**config.mk**
```make
export PLATFORM = sky130hd
export DESIGN_NAME = i2s_to_pcm_converter_flat
export DESIGN_NICKNAME = d
export VERILOG_FILES = /design/src/rtl/i2s_pkg.sv /design/src/rtl/i2s_to_pcm_converter_if.sv /design/src/rtl/i2s_in_sync.sv /design/src/rtl/i2s_to_pcm_converter.sv /design/src/flat_wrapper.sv
export SDC_FILE = /design/constraint.sdc
export NUM_CORES = 1
export LEC_CHECK = 0
export CORE_MARGIN = 1.5
export CORE_UTILIZATION = 50
export CTS_CLUSTER_SIZE = 40
export DETAILED_ROUTE_END_ITERATION = 8
export HOLD_SLACK_MARGIN = 0.05
export PLACE_DENSITY = 0.79
export SLEW_MARGIN = 40
export SYNTH_ARGS = -nofsm -noshare
export SYNTH_HDL_FRONTEND = slang
export SYNTH_SLANG_ARGS = --single-unit
```
**constraint.sdc**
```tcl
create_clock -name clk -period 6.36 [get_ports clk]
set_input_delay 0.636 -clock clk [delete_from_list [all_inputs] [get_ports clk]]
set_output_delay 0.636 -clock clk [all_outputs]
set_load 0.05 [all_outputs]
```
**src/rtl/i2s_pkg.sv**
```systemverilog
// Shared definitions for the I2S receive/transmit paths: default geometry,
// receiver state encoding and the loopback test patterns.
package i2s_pkg;

    localparam int unsigned DEF_DATA_W       = 24;
    localparam int unsigned DEF_SLOT_BITS    = 32;
    localparam int unsigned DEF_BCLK_TIMEOUT = 64;

    typedef enum logic [1:0] {
        IDLE,
        SEEK,
        LEFT,
        RIGHT
    } i2s_state_t;

    localparam logic [23:0] TEST_PAT_A = 24'haaa666;
    localparam logic [23:0] TEST_PAT_B = 24'h555999;

endpackage

```
**src/rtl/i2s_to_pcm_converter_if.sv**
```systemverilog
// Serial I2S input and PCM write-side output bundle of the I2S receiver.
interface i2s_to_pcm_converter_if
    import i2s_pkg::*;
#(
    parameter int unsigned DATA_W = DEF_DATA_W
);
    logic              audio_en;
    logic              bclk;
    logic              lrclk;
    logic              s_data;
    logic [DATA_W-1:0] l_data;
    logic [DATA_W-1:0] r_data;
    logic              l_data_en;
    logic              r_data_en;
    logic              locked;
    logic              frame_err;

    modport master (
        output audio_en, bclk, lrclk, s_data,
        input  l_data, r_data, l_data_en, r_data_en, locked, frame_err
    );

    modport slave (
        input  audio_en, bclk, lrclk, s_data,
        output l_data, r_data, l_data_en, r_data_en, locked, frame_err
    );
endinterface

```
**src/rtl/i2s_in_sync.sv**
```systemverilog
// Brings bclk/lrclk/s_data into the clk domain and produces registered
// bclk-rise and lrclk-edge strobes plus the data bit sampled with them.
module i2s_in_sync (
    input  logic clk,
    input  logic rst,
    input  logic bclk,
    input  logic lrclk,
    input  logic s_data,
    output logic rise,
    output logic edge_f,
    output logic edge_r,
    output logic data_bit
);
    logic bclk_s1, bclk_s2, bclk_s3;
    logic lrclk_s1, lrclk_s2;
    logic s_data_s1, s_data_s2;
    logic lrclk_prev;
    logic rise_c;

    assign rise_c = bclk_s2 & ~bclk_s3;

    always_ff @(posedge clk or posedge rst) begin
        if (rst) begin
            bclk_s1    <= 1'b0;
            bclk_s2    <= 1'b0;
            bclk_s3    <= 1'b0;
            lrclk_s1   <= 1'b0;
            lrclk_s2   <= 1'b0;
            s_data_s1  <= 1'b0;
            s_data_s2  <= 1'b0;
            lrclk_prev <= 1'b0;
            rise       <= 1'b0;
            edge_f     <= 1'b0;
            edge_r     <= 1'b0;
            data_bit   <= 1'b0;
        end else begin
            bclk_s1   <= bclk;
            bclk_s2   <= bclk_s1;
            bclk_s3   <= bclk_s2;
            lrclk_s1  <= lrclk;
            lrclk_s2  <= lrclk_s1;
            s_data_s1 <= s_data;
            s_data_s2 <= s_data_s1;
            // lrclk is only meaningful at bclk rises, so track it there
            if (rise_c)
                lrclk_prev <= lrclk_s2;
            rise     <= rise_c;
            edge_f   <= rise_c & lrclk_prev & ~lrclk_s2;
            edge_r   <= rise_c & ~lrclk_prev & lrclk_s2;
            data_bit <= s_data_s2;
        end
    end
endmodule

```
**src/rtl/i2s_to_pcm_converter.sv**
```systemverilog
// I2S receiver: tracks the L/R slot structure of an oversampled I2S stream and
// emits 24-bit PCM words with per-channel enables, lock and framing status.
module i2s_to_pcm_converter
    import i2s_pkg::*;
#(
    parameter int unsigned DATA_W       = DEF_DATA_W,
    parameter int unsigned SLOT_BITS    = DEF_SLOT_BITS,
    parameter int unsigned BCLK_TIMEOUT = DEF_BCLK_TIMEOUT
) (
    input  logic                   clk,
    input  logic                   rst,
    i2s_to_pcm_converter_if.slave  bus
);
    localparam int unsigned TW       = $clog2(BCLK_TIMEOUT + 1);
    localparam logic [5:0]  SLOT_DW  = 6'(DATA_W);
    localparam logic [5:0]  SLOT_MAX = 6'(SLOT_BITS);
    localparam logic [TW-1:0] TMO    = TW'(BCLK_TIMEOUT);

    i2s_state_t        state, state_n;
    logic [5:0]        slot, slot_n, slot_inc;
    logic [DATA_W-1:0] shift, shift_n;
    logic [TW-1:0]     tcnt;
    logic              cap_l, cap_r, cap_l_n, cap_r_n;
    logic              ferr_n, lock_clr;
    logic              rise, edge_f, edge_r, data_bit;
    logic              timeout, hs_edge;
    logic [DATA_W-1:0] l_data_q, r_data_q;
    logic              l_en_q, r_en_q, locked_q, ferr_q;

    i2s_in_sync u_sync (
        .clk      (clk),
        .rst      (rst),
        .bclk     (bus.bclk),
        .lrclk    (bus.lrclk),
        .s_data   (bus.s_data),
        .rise     (rise),
        .edge_f   (edge_f),
        .edge_r   (edge_r),
        .data_bit (data_bit)
    );

    assign timeout  = (tcnt == TMO);
    assign slot_inc = (slot == 6'd63) ? slot : slot + 6'd1;
    assign hs_edge  = ((state == LEFT) && edge_r) || ((state == RIGHT) && edge_f);

    always_comb begin
        state_n  = state;
        slot_n   = slot;
        shift_n  = shift;
        cap_l_n  = 1'b0;
        cap_r_n  = 1'b0;
        ferr_n   = 1'b0;
        lock_clr = 1'b0;
        // priority: disable, then timeout, then per-rise framing/data
        if (!bus.audio_en) begin
            state_n  = IDLE;
            slot_n   = '0;
            shift_n  = '0;
            lock_clr = 1'b1;
        end else if (state == IDLE) begin
            state_n = SEEK;
        end else if (timeout) begin
            state_n  = SEEK;
            slot_n   = '0;
            shift_n  = '0;
            lock_clr = 1'b1;
        end else if (rise) begin
            slot_n = (edge_f || edge_r) ? 6'd0 : slot_inc;
            case (state)
                SEEK: begin
                    if (edge_f) begin
                        state_n = LEFT;
                        shift_n = '0;
                    end
                end
                default: begin
                    if (hs_edge) begin
                        if (slot < SLOT_DW) begin
                            ferr_n   = 1'b1;
                            lock_clr = 1'b1;
                        end
                        state_n = (state == LEFT) ? RIGHT : LEFT;
                        shift_n = '0;
                    end else if (slot_n > SLOT_MAX) begin
                        ferr_n   = 1'b1;
                        lock_clr = 1'b1;
                        state_n  = SEEK;
                        shift_n  = '0;
                    end else if ((slot_n != 6'd0) && (slot_n <= SLOT_DW)) begin
                        shift_n = {shift[DATA_W-2:0], data_bit};
                        if (slot_n == SLOT_DW) begin
                            cap_l_n = (state == LEFT);
                            cap_r_n = (state == RIGHT);
                        end
                    end
                end
            endcase
        end
    end

    always_ff @(posedge clk or posedge rst) begin
        if (rst) begin
            state    <= IDLE;
            slot     <= '0;
            shift    <= '0;
            tcnt     <= '0;
            cap_l    <= 1'b0;
            cap_r    <= 1'b0;
            ferr_q   <= 1'b0;
            l_data_q <= '0;
            r_data_q <= '0;
            l_en_q   <= 1'b0;
            r_en_q   <= 1'b0;
            locked_q <= 1'b0;
        end else begin
            state  <= state_n;
            slot   <= slot_n;
            shift  <= shift_n;
            cap_l  <= cap_l_n;
            cap_r  <= cap_r_n;
            ferr_q <= ferr_n;
            if (rise)
                tcnt <= '0;
            else if (!timeout)
                tcnt <= tcnt + TW'(1);
            // completed word is published one cycle after capture; a disable
            // arriving in between suppresses it
            l_en_q <= cap_l & bus.audio_en;
            r_en_q <= cap_r & bus.audio_en;
            if (cap_l && bus.audio_en)
                l_data_q <= shift;
            if (cap_r && bus.audio_en)
                r_data_q <= shift;
            if (lock_clr)
                locked_q <= 1'b0;
            else if (cap_r && bus.audio_en)
                locked_q <= 1'b1;
        end
    end

    assign bus.l_data    = l_data_q;
    assign bus.r_data    = r_data_q;
    assign bus.l_data_en = l_en_q;
    assign bus.r_data_en = r_en_q;
    assign bus.locked    = locked_q;
    assign bus.frame_err = ferr_q;
endmodule

```
**src/flat_wrapper.sv**
```systemverilog
// flat-port wrapper written by rule: the top's interface ports become plain ports
module i2s_to_pcm_converter_flat import i2s_pkg::*;
#(
    parameter int unsigned DATA_W       = DEF_DATA_W,
    parameter int unsigned SLOT_BITS    = DEF_SLOT_BITS,
    parameter int unsigned BCLK_TIMEOUT = DEF_BCLK_TIMEOUT
)
  (clk, rst, bus_audio_en, bus_bclk, bus_lrclk, bus_s_data, bus_l_data, bus_r_data, bus_l_data_en, bus_r_data_en, bus_locked, bus_frame_err);
  i2s_to_pcm_converter_if #(.DATA_W(DATA_W)) bus_i ();
  input  logic clk;
  input  logic rst;
  input wire logic [$bits(bus_i.audio_en)-1:0] bus_audio_en;
  input wire logic [$bits(bus_i.bclk)-1:0] bus_bclk;
  input wire logic [$bits(bus_i.lrclk)-1:0] bus_lrclk;
  input wire logic [$bits(bus_i.s_data)-1:0] bus_s_data;
  output wire logic [$bits(bus_i.l_data)-1:0] bus_l_data;
  output wire logic [$bits(bus_i.r_data)-1:0] bus_r_data;
  output wire logic [$bits(bus_i.l_data_en)-1:0] bus_l_data_en;
  output wire logic [$bits(bus_i.r_data_en)-1:0] bus_r_data_en;
  output wire logic [$bits(bus_i.locked)-1:0] bus_locked;
  output wire logic [$bits(bus_i.frame_err)-1:0] bus_frame_err;
  assign bus_i.audio_en = bus_audio_en;
  assign bus_i.bclk = bus_bclk;
  assign bus_i.lrclk = bus_lrclk;
  assign bus_i.s_data = bus_s_data;
  assign bus_l_data = bus_i.l_data;
  assign bus_r_data = bus_i.r_data;
  assign bus_l_data_en = bus_i.l_data_en;
  assign bus_r_data_en = bus_i.r_data_en;
  assign bus_locked = bus_i.locked;
  assign bus_frame_err = bus_i.frame_err;
  i2s_to_pcm_converter #(.DATA_W(DATA_W), .SLOT_BITS(SLOT_BITS), .BCLK_TIMEOUT(BCLK_TIMEOUT)) u_core (.clk(clk), .rst(rst), .bus(bus_i));
endmodule
```
# [Word level (Yosys, flattened, before mapping)]
# Cells that the tools add are included.
# Widths: inputs -> output; s select.
[totals] register_bits=105 input_bits=6 output_inout_bits=52 elab_cells=123
[classes] n_addsub=2 magnitude_cmp=3 eq_ne=14 mux=57 bitwise_logic=10 reduce_logical=13
[ops] cell="$mux 24" n=9
[ops] cell="$mux 6" n=6
[ops] cell="$mux 1" n=32
[ops] cell="$mux 2" n=8
[ops] cell="$mux 7" n=2
[ops] cell="$ne 6x1->1 const B" n=2
[ops] cell="$add 7x1->7 const B" n=1
[ops] cell="$and 1x1->1" n=7
[ops] cell="$eq 7x7->1 const B" n=1
[ops] cell="$add 6x1->6 const B" n=1
[ops] cell="$eq 6x5->1 const B" n=1
[ops] cell="$eq 6x6->1 const B" n=1
[ops] cell="$gt 6x6->1 const B" n=1
[ops] cell="$le 6x5->1 const B" n=1
[ops] cell="$lt 6x5->1 const B" n=1
[ops] cell="$reduce_bool 6->1" n=1
[ops] cell="$logic_and 1x1->1" n=5
[ops] cell="$ne 5x3->1 const B" n=1
[ops] cell="$eq 2x2->1 const B" n=2
[ops] cell="$ne 2x2->1 const B" n=2
[ops] cell="$ne 4x1->1 const B" n=1
[ops] cell="$ne 4x3->1 const B" n=1
[ops] cell="$reduce_and 4->1" n=1
[ops] cell="$ne 3x1->1 const B" n=1
[ops] cell="other kinds (7)" n=10

# [Longest topological paths before layout]
[depth] depth_word=13 mapped_depth=9

# [Modules after synthesis]
# Synthesis repeated with hierarchy kept, for this count alone.
[unflattened] cells_unflattened=326 area_unflattened_um2=4335.4
[modules_own_cells] module="i2s_to_pcm_converter" n_inst=1 cells_per_inst=308 area_each_um2=3983.8
[modules_own_cells] module="i2s_in_sync" n_inst=1 cells_per_inst=18 area_each_um2=351.6

# [Worst setup path before layout]
# OpenSTA, ideal clock, no wires.
[synth_timing] path_type="reg-to-reg" startpoint="register u_core.slot[0]" endpoint="register u_core.state[0]" setup_ps=128 arrival_time_ps=2067 required_ps=6232 path_slack_ps=4165 stages_incl_launch_ff=9 synth_period_minus_slack_ps=2195 path_cell_list="dfrtp_1 -> ha_1 -> buf_2 -> nor2b_1 -> a2111o_1 -> a21o_1 -> a211o_1 -> o31ai_1 -> mux2_1"
[synth_between] elab_chain_cells=6 word_cells_on_any_way=7 cone_classes="add/sub: 1; order compare: 1; eq/ne: 2; mux: 2; reduce/logical: 1"
[synth_lines] item="start, declared" line_no="i2s_to_pcm_converter.sv:20" rtl="logic [5:0] slot, slot_n, slot_inc;"
[synth_lines] item="start signal, assigned" line_no="i2s_to_pcm_converter.sv:117" rtl="slot <= slot_n;"
[synth_lines] item="$add 6x1->6 or $eq 6x6->1 (tied branches)" line_no="i2s_to_pcm_converter.sv:43" rtl="assign slot_inc = (slot == 6'd63) ? slot : slot + 6'd1;"
[synth_lines] item="$mux 6 (*)" line_no="i2s_to_pcm_converter.sv:43"
[synth_lines] item="$mux 6 (*)" line_no="i2s_to_pcm_converter.sv:68" rtl="slot_n = (edge_f || edge_r) ? 6'd0 : slot_inc;"
[synth_lines] item="$gt 6x6->1 (*)" line_no="i2s_to_pcm_converter.sv:84" rtl="end else if (slot_n > SLOT_MAX) begin"
[synth_lines] item="$ne 6x1->1 (no line) (*)"
[synth_lines] item="$reduce_and 3->1 (no line) (*)"
[synth_lines] item="end signal, assigned" line_no="i2s_to_pcm_converter.sv:116" rtl="state <= state_n;"
[synth_lines] item="end, declared" line_no="i2s_to_pcm_converter.sv:19" rtl="i2s_state_t state, state_n;"
# Every way passes the cells marked *; elsewhere a longest branch is shown, timed or not.
# A chain may end at the register's enable or synchronous reset.

# [Worst setup path after layout]
[layout_timing] startpoint="register u_core.slot[0]" endpoint="register u_core.shift[23]"
[layout_between] elab_chain_cells=11 word_cells_on_any_way=17 cone_classes="add/sub: 1; order compare: 2; eq/ne: 2; mux: 9; reduce/logical: 3"
[layout_lines] item="$add 6x1->6 or $eq 6x6->1 (tied branches)" line_no="i2s_to_pcm_converter.sv:43"
[layout_lines] item="$mux 6 (*)" line_no="i2s_to_pcm_converter.sv:43"
[layout_lines] item="$mux 6 (*)" line_no="i2s_to_pcm_converter.sv:68"
[layout_lines] item="$gt 6x6->1" line_no="i2s_to_pcm_converter.sv:84"
[layout_lines] item="$mux 24" line_no="i2s_to_pcm_converter.sv:84"
[layout_lines] item="$mux 24" line_no="i2s_to_pcm_converter.sv:77" rtl="if (hs_edge) begin"
[layout_lines] item="$mux 24" line_no="i2s_to_pcm_converter.sv:69" rtl="case (state)"
[layout_lines] item="$mux 24" line_no="i2s_to_pcm_converter.sv:67" rtl="end else if (rise) begin"
[layout_lines] item="$mux 24" line_no="i2s_to_pcm_converter.sv:62" rtl="end else if (timeout) begin"
[layout_lines] item="$mux 24" line_no="i2s_to_pcm_converter.sv:60" rtl="end else if (state == IDLE) begin"
[layout_lines] item="$mux 24" line_no="i2s_to_pcm_converter.sv:55" rtl="if (!bus.audio_en) begin"
[layout_lines] item="end signal, assigned" line_no="i2s_to_pcm_converter.sv:118" rtl="shift <= shift_n;"
[layout_lines] item="end, declared" line_no="i2s_to_pcm_converter.sv:21" rtl="logic [DATA_W-1:0] shift, shift_n;"
# Every way passes the cells marked *; elsewhere a longest branch is shown, timed or not. The select of a mux whose other input is x is not followed.

==> summary.md <==
| Metric | Value |
|---|---|
| Hold WC Path Type | flip-flop to flip-flop |
| Mux contribution to synthesized area | about 14% |
| Pwr dens | 230.8 nW/um^2 |
| Mapped Cells | roughly 320 |
| Yosys cell types | 51 |
| GP Congestion | between 0.8 and 0.9 |
| Post-synthesis compound-gate area fraction | 12.40% |
| Vias per cell | about 5.7 |
| Synthesis-to-finish area growth | 19.56% |
| Status | finished clean |
| Leakage | roughly 2.4 nW |
| Slowest cell on the critical path | a41oi_4 |
| Clock root buffer | clkbuf_8 |
| FF-to-FF End | u_core.shift[23]$_DFFE_PP0P_ |
| Chip Height | roughly 96 um |
| Required @ worst endpoint | 6.66 ns |
| R2R cell count | 7 |
| TritonCTS Sinks | about 110 |
| Clk_skew | around 0.0085 ns |
| Gr ovfl total | 0 |
| Fill cells | between 600 and 700 |
| Vias in the first global route | 2,728 |
| Crit path DAT | 2.95 ns |
| Post-Route Setup TNS | 0 ns |
| CTS H-tree lvls | 3 |
| First-pass GRT wire length | around 14 mm |
| Max-cap violations | 0 |
| Fraction of registers with async set/reset | 100.0% |
| Top post-synthesis cells by area | dfrtp_1 (61%), mux2_2 (13%), a22o_1 (4.9%) |
| Cell Count, Final, Fillers Out | ~480 |
| Max Fanout on Critical Path | 24 |
| Largest family of logic cells by synthesized area | multiplexers |
| CP Capture Type | flip-flop |
| Placed instance area | just under 5000 um^2 |
| Relative slew slack | a little over half |
| Critical Path End | u_core.shift[23]$_DFFE_PP0P_ |
| Die width | 95.72 um |
| Cell count along the critical path | 7 |
| WP buf/inv | 0 |
| TritonCTS clock tree | built |
| Post-layout minimum cycle time | 2.652 ns |
| Worst Setup SP | u_core.slot[0]$_DFFE_PP0P_ |
| CTS Buf Count | 9 |
| Post-detailed-route count of antenna-violating nets | 0 |
| # diodes | 0 |
| Met2 Track Usage GR | between 20 and 30% |
| Top_reg_cell synth | dfrtp_1 |
| Startpoint Class | flip-flop |
| Total wire length | between 8 and 9 mm |
| Full die area | about 9000 um^2 |
| Number of synthesized flops with an enable pin | 0 |
| Crit path kind | flip-flop to flip-flop |
| IO buf count | between 50 and 60 |
| Most used routing layer | met2 |
| Yosys top cell area share | about three fifths |
| CTS clk-pin slew, worst paths | 0.09 ns |
| Initial antenna violation count | 0 |
| Initial Utilization | between 50% and 60% |
| Placed insts | ~470 |
| Share of layout cells above drive strength 1 | between 20% and 30% |
| Adder-Cell Fraction of Synth Area | less than 1% |
| Ys Warns | 0 |
| Largest net degree at the start of global routing | just over 80 |
| Final setup viols | 0 |
| Gr usage total | around 20% |
| Simple-gate area share of the yosys netlist | 8.035% |
| Design area | between 5000 and 6000 um^2 |
| Final worst path period share | a little over two fifths |
| Max Clk Rate | ~380 MHz |
| Final HPWL DP | approximately 5.3 mm |
| Final Slew Violations | 0 |
| Drt drc | 0 |
| Top delay family on crit path | compound AO/OA/AOI/OAI gates |
| Met3 Use GR | 5.924% |
| RSZ-0062 raised after global routing | false |
| Final Hold Viols | 0 |
| I/O Pins | between 50 and 60 |
| TritonRoute pass-1 iters | 4 |
| Post-CTS Repair Setup Buffers | 0 |
| Iteration-0 DRC Markers | ~230 |
| Slew @ Worst Pin | approximately 0.7 ns |
| Worst-skew pair later-pin latency | between 0.3 and 0.4 ns |
| Post-synthesis sequential area ratio | about three fifths |
| Nets@finish | roughly 380 |
| RR Startpoint | u_core.slot[0]$_DFFE_PP0P_ |
| Yosys reg bits | between 100 and 150 |
| VDD IR max | approximately 0.14 mV |
| Clk buf depth | 2 |
| Routed wire per std cell | around 17 um |
| Met1 GRT Util | between 20% and 30% |
| Hold_buf cts | 0 |
| Xor and xnor fraction of the mapped netlist area | 1.019% |
| Row count | 33 |
| Syn Area/Cell | roughly 14 um^2 |
| Hold Slack | about 0.36 ns |
| Core Area | 8258 um^2 |
| Slowest stage delay, CP | roughly 0.61 ns |
| Mapped Area | about 4300 um^2 |
| Syn_nets | between 300 and 400 |
| Worst path cell trace | ha_1 > nand3_1 > mux2i_1 > a2111oi_4 > nand3_2 > a41oi_4 > a22o_1 |
| Post-CTS resize count | 0 |
| Worst R2R Setup Slack | 3.71 ns |
| Area leader, netlist | dfrtp_1 |
| Vias post-DR | 2,752 |
## synthesized netlist by cell type, drive strengths merged, types with 2 or more instances
master and number:
nand3 9, a22o 24, a21oi 10, a41oi 2, dfrtp 105, and3 5, xor2 3, nor2b 4
a21boi 2, buf 8, nor3 2, inv 10, mux2i 2, o21ai 10, ha 3, and2 2
mux2 51, xnor2 2, nand2b 5, clkbuf 7, nor2 12, a2111oi 3, and3b 2, a32oi 2
nand2 13, a31oi 3
## routing by layer
metal / up-vias / wire length (um)
met3: 14 / 413
met1: 1412 / 3590
li1: 1261 / -
met2: 65 / 3974
met5: - / 0
met4: 0 / 121
## state kept, by name, summed over array words and instances, names as in the netlist, 2 cells and up
| register | flops |
|---|---|
| u_core.bus.l_data | 24 |
| u_core.bus.r_data | 24 |
| u_core.shift | 24 |
| u_core.slot | 6 |
| u_core.state | 2 |
| u_core.tcnt | 7 |
## placed cells by master (no fill, tap or decap), types with 8 or more instances in the layout
master,n
nand3_1,8
dfrtp_1,105
inv_1,9
a21oi_1,10
nand2_1,10
clkdlybuf4s50_1,57
a22o_1,24
clkbuf_8,9
o21ai_0,9
nor2_1,12
mux2_2,50
## worst reg2reg max path, cell delays in order (launching register included)
cell       delay (ns)
dfrtp_1          0.45
ha_1             0.39
nand3_1          0.17
mux2i_1          0.18
a2111oi_4        0.38
nand3_2          0.17
a41oi_4          0.61
a22o_1           0.25
## through the flow
stage | total power [mW] | setup slack (ns) | util [%]
floorplan | 0.7824 | 2.963 | -
global placement | 0.7974 | 3.711 | 59.80
detailed placement | 0.8041 | 3.708 | 60.00
CTS | 1.196 | 3.696 | 62.23
global route | 1.239 | 3.459 | 62.23
finish | 1.186 | 3.708 | 62.23
## cell families (layout without fill, tap and decap cells)
family / count (synthesis) / after routing
compound gates: 65 / 65
xor+xnor: 5 / 5
fa+ha+maj: 3 / 3
buf+inv: 25 / 84
flops: 105 / 105
mux: 53 / 53
simple gates: 62 / 62
## cell type report
cell class                 count  area (um^2)  share of cell area, %
clock buffer                  11        131.4                  2.557
inverter                      10        40.04                 0.7792
timing repair buffer          59        589.3                  11.47
multi-input combinational    188         1567                  30.48
clock inverter                 4        52.55                  1.023
tap                          105        131.4                  2.557
sequential                   105         2628                  51.13
## how the worst min path moves through the flow
stage,depth (start not counted),startpoint,endpoint
after floorplan,0,u_core.u_sync.bclk_s1$_DFF_PP0_,u_core.u_sync.bclk_s2$_DFF_PP0_
after global placement,0,u_core.u_sync.s_data_s1$_DFF_PP0_,u_core.u_sync.s_data_s2$_DFF_PP0_
after detailed placement,0,u_core.u_sync.s_data_s1$_DFF_PP0_,u_core.u_sync.s_data_s2$_DFF_PP0_
after CTS,0,u_core.u_sync.s_data_s1$_DFF_PP0_,u_core.u_sync.s_data_s2$_DFF_PP0_
after global routing,0,u_core.u_sync.bclk_s1$_DFF_PP0_,u_core.u_sync.bclk_s2$_DFF_PP0_
final,0,u_core.u_sync.lrclk_s1$_DFF_PP0_,u_core.u_sync.lrclk_s2$_DFF_PP0_
## where the power goes
group	switching (mW)	internal, mW
Combinational	0.0531	0.0307
Clock	0.213	0.182
Sequential	0.0234	0.684
Total	0.289	0.897
(Power assumes the default switching activity.)
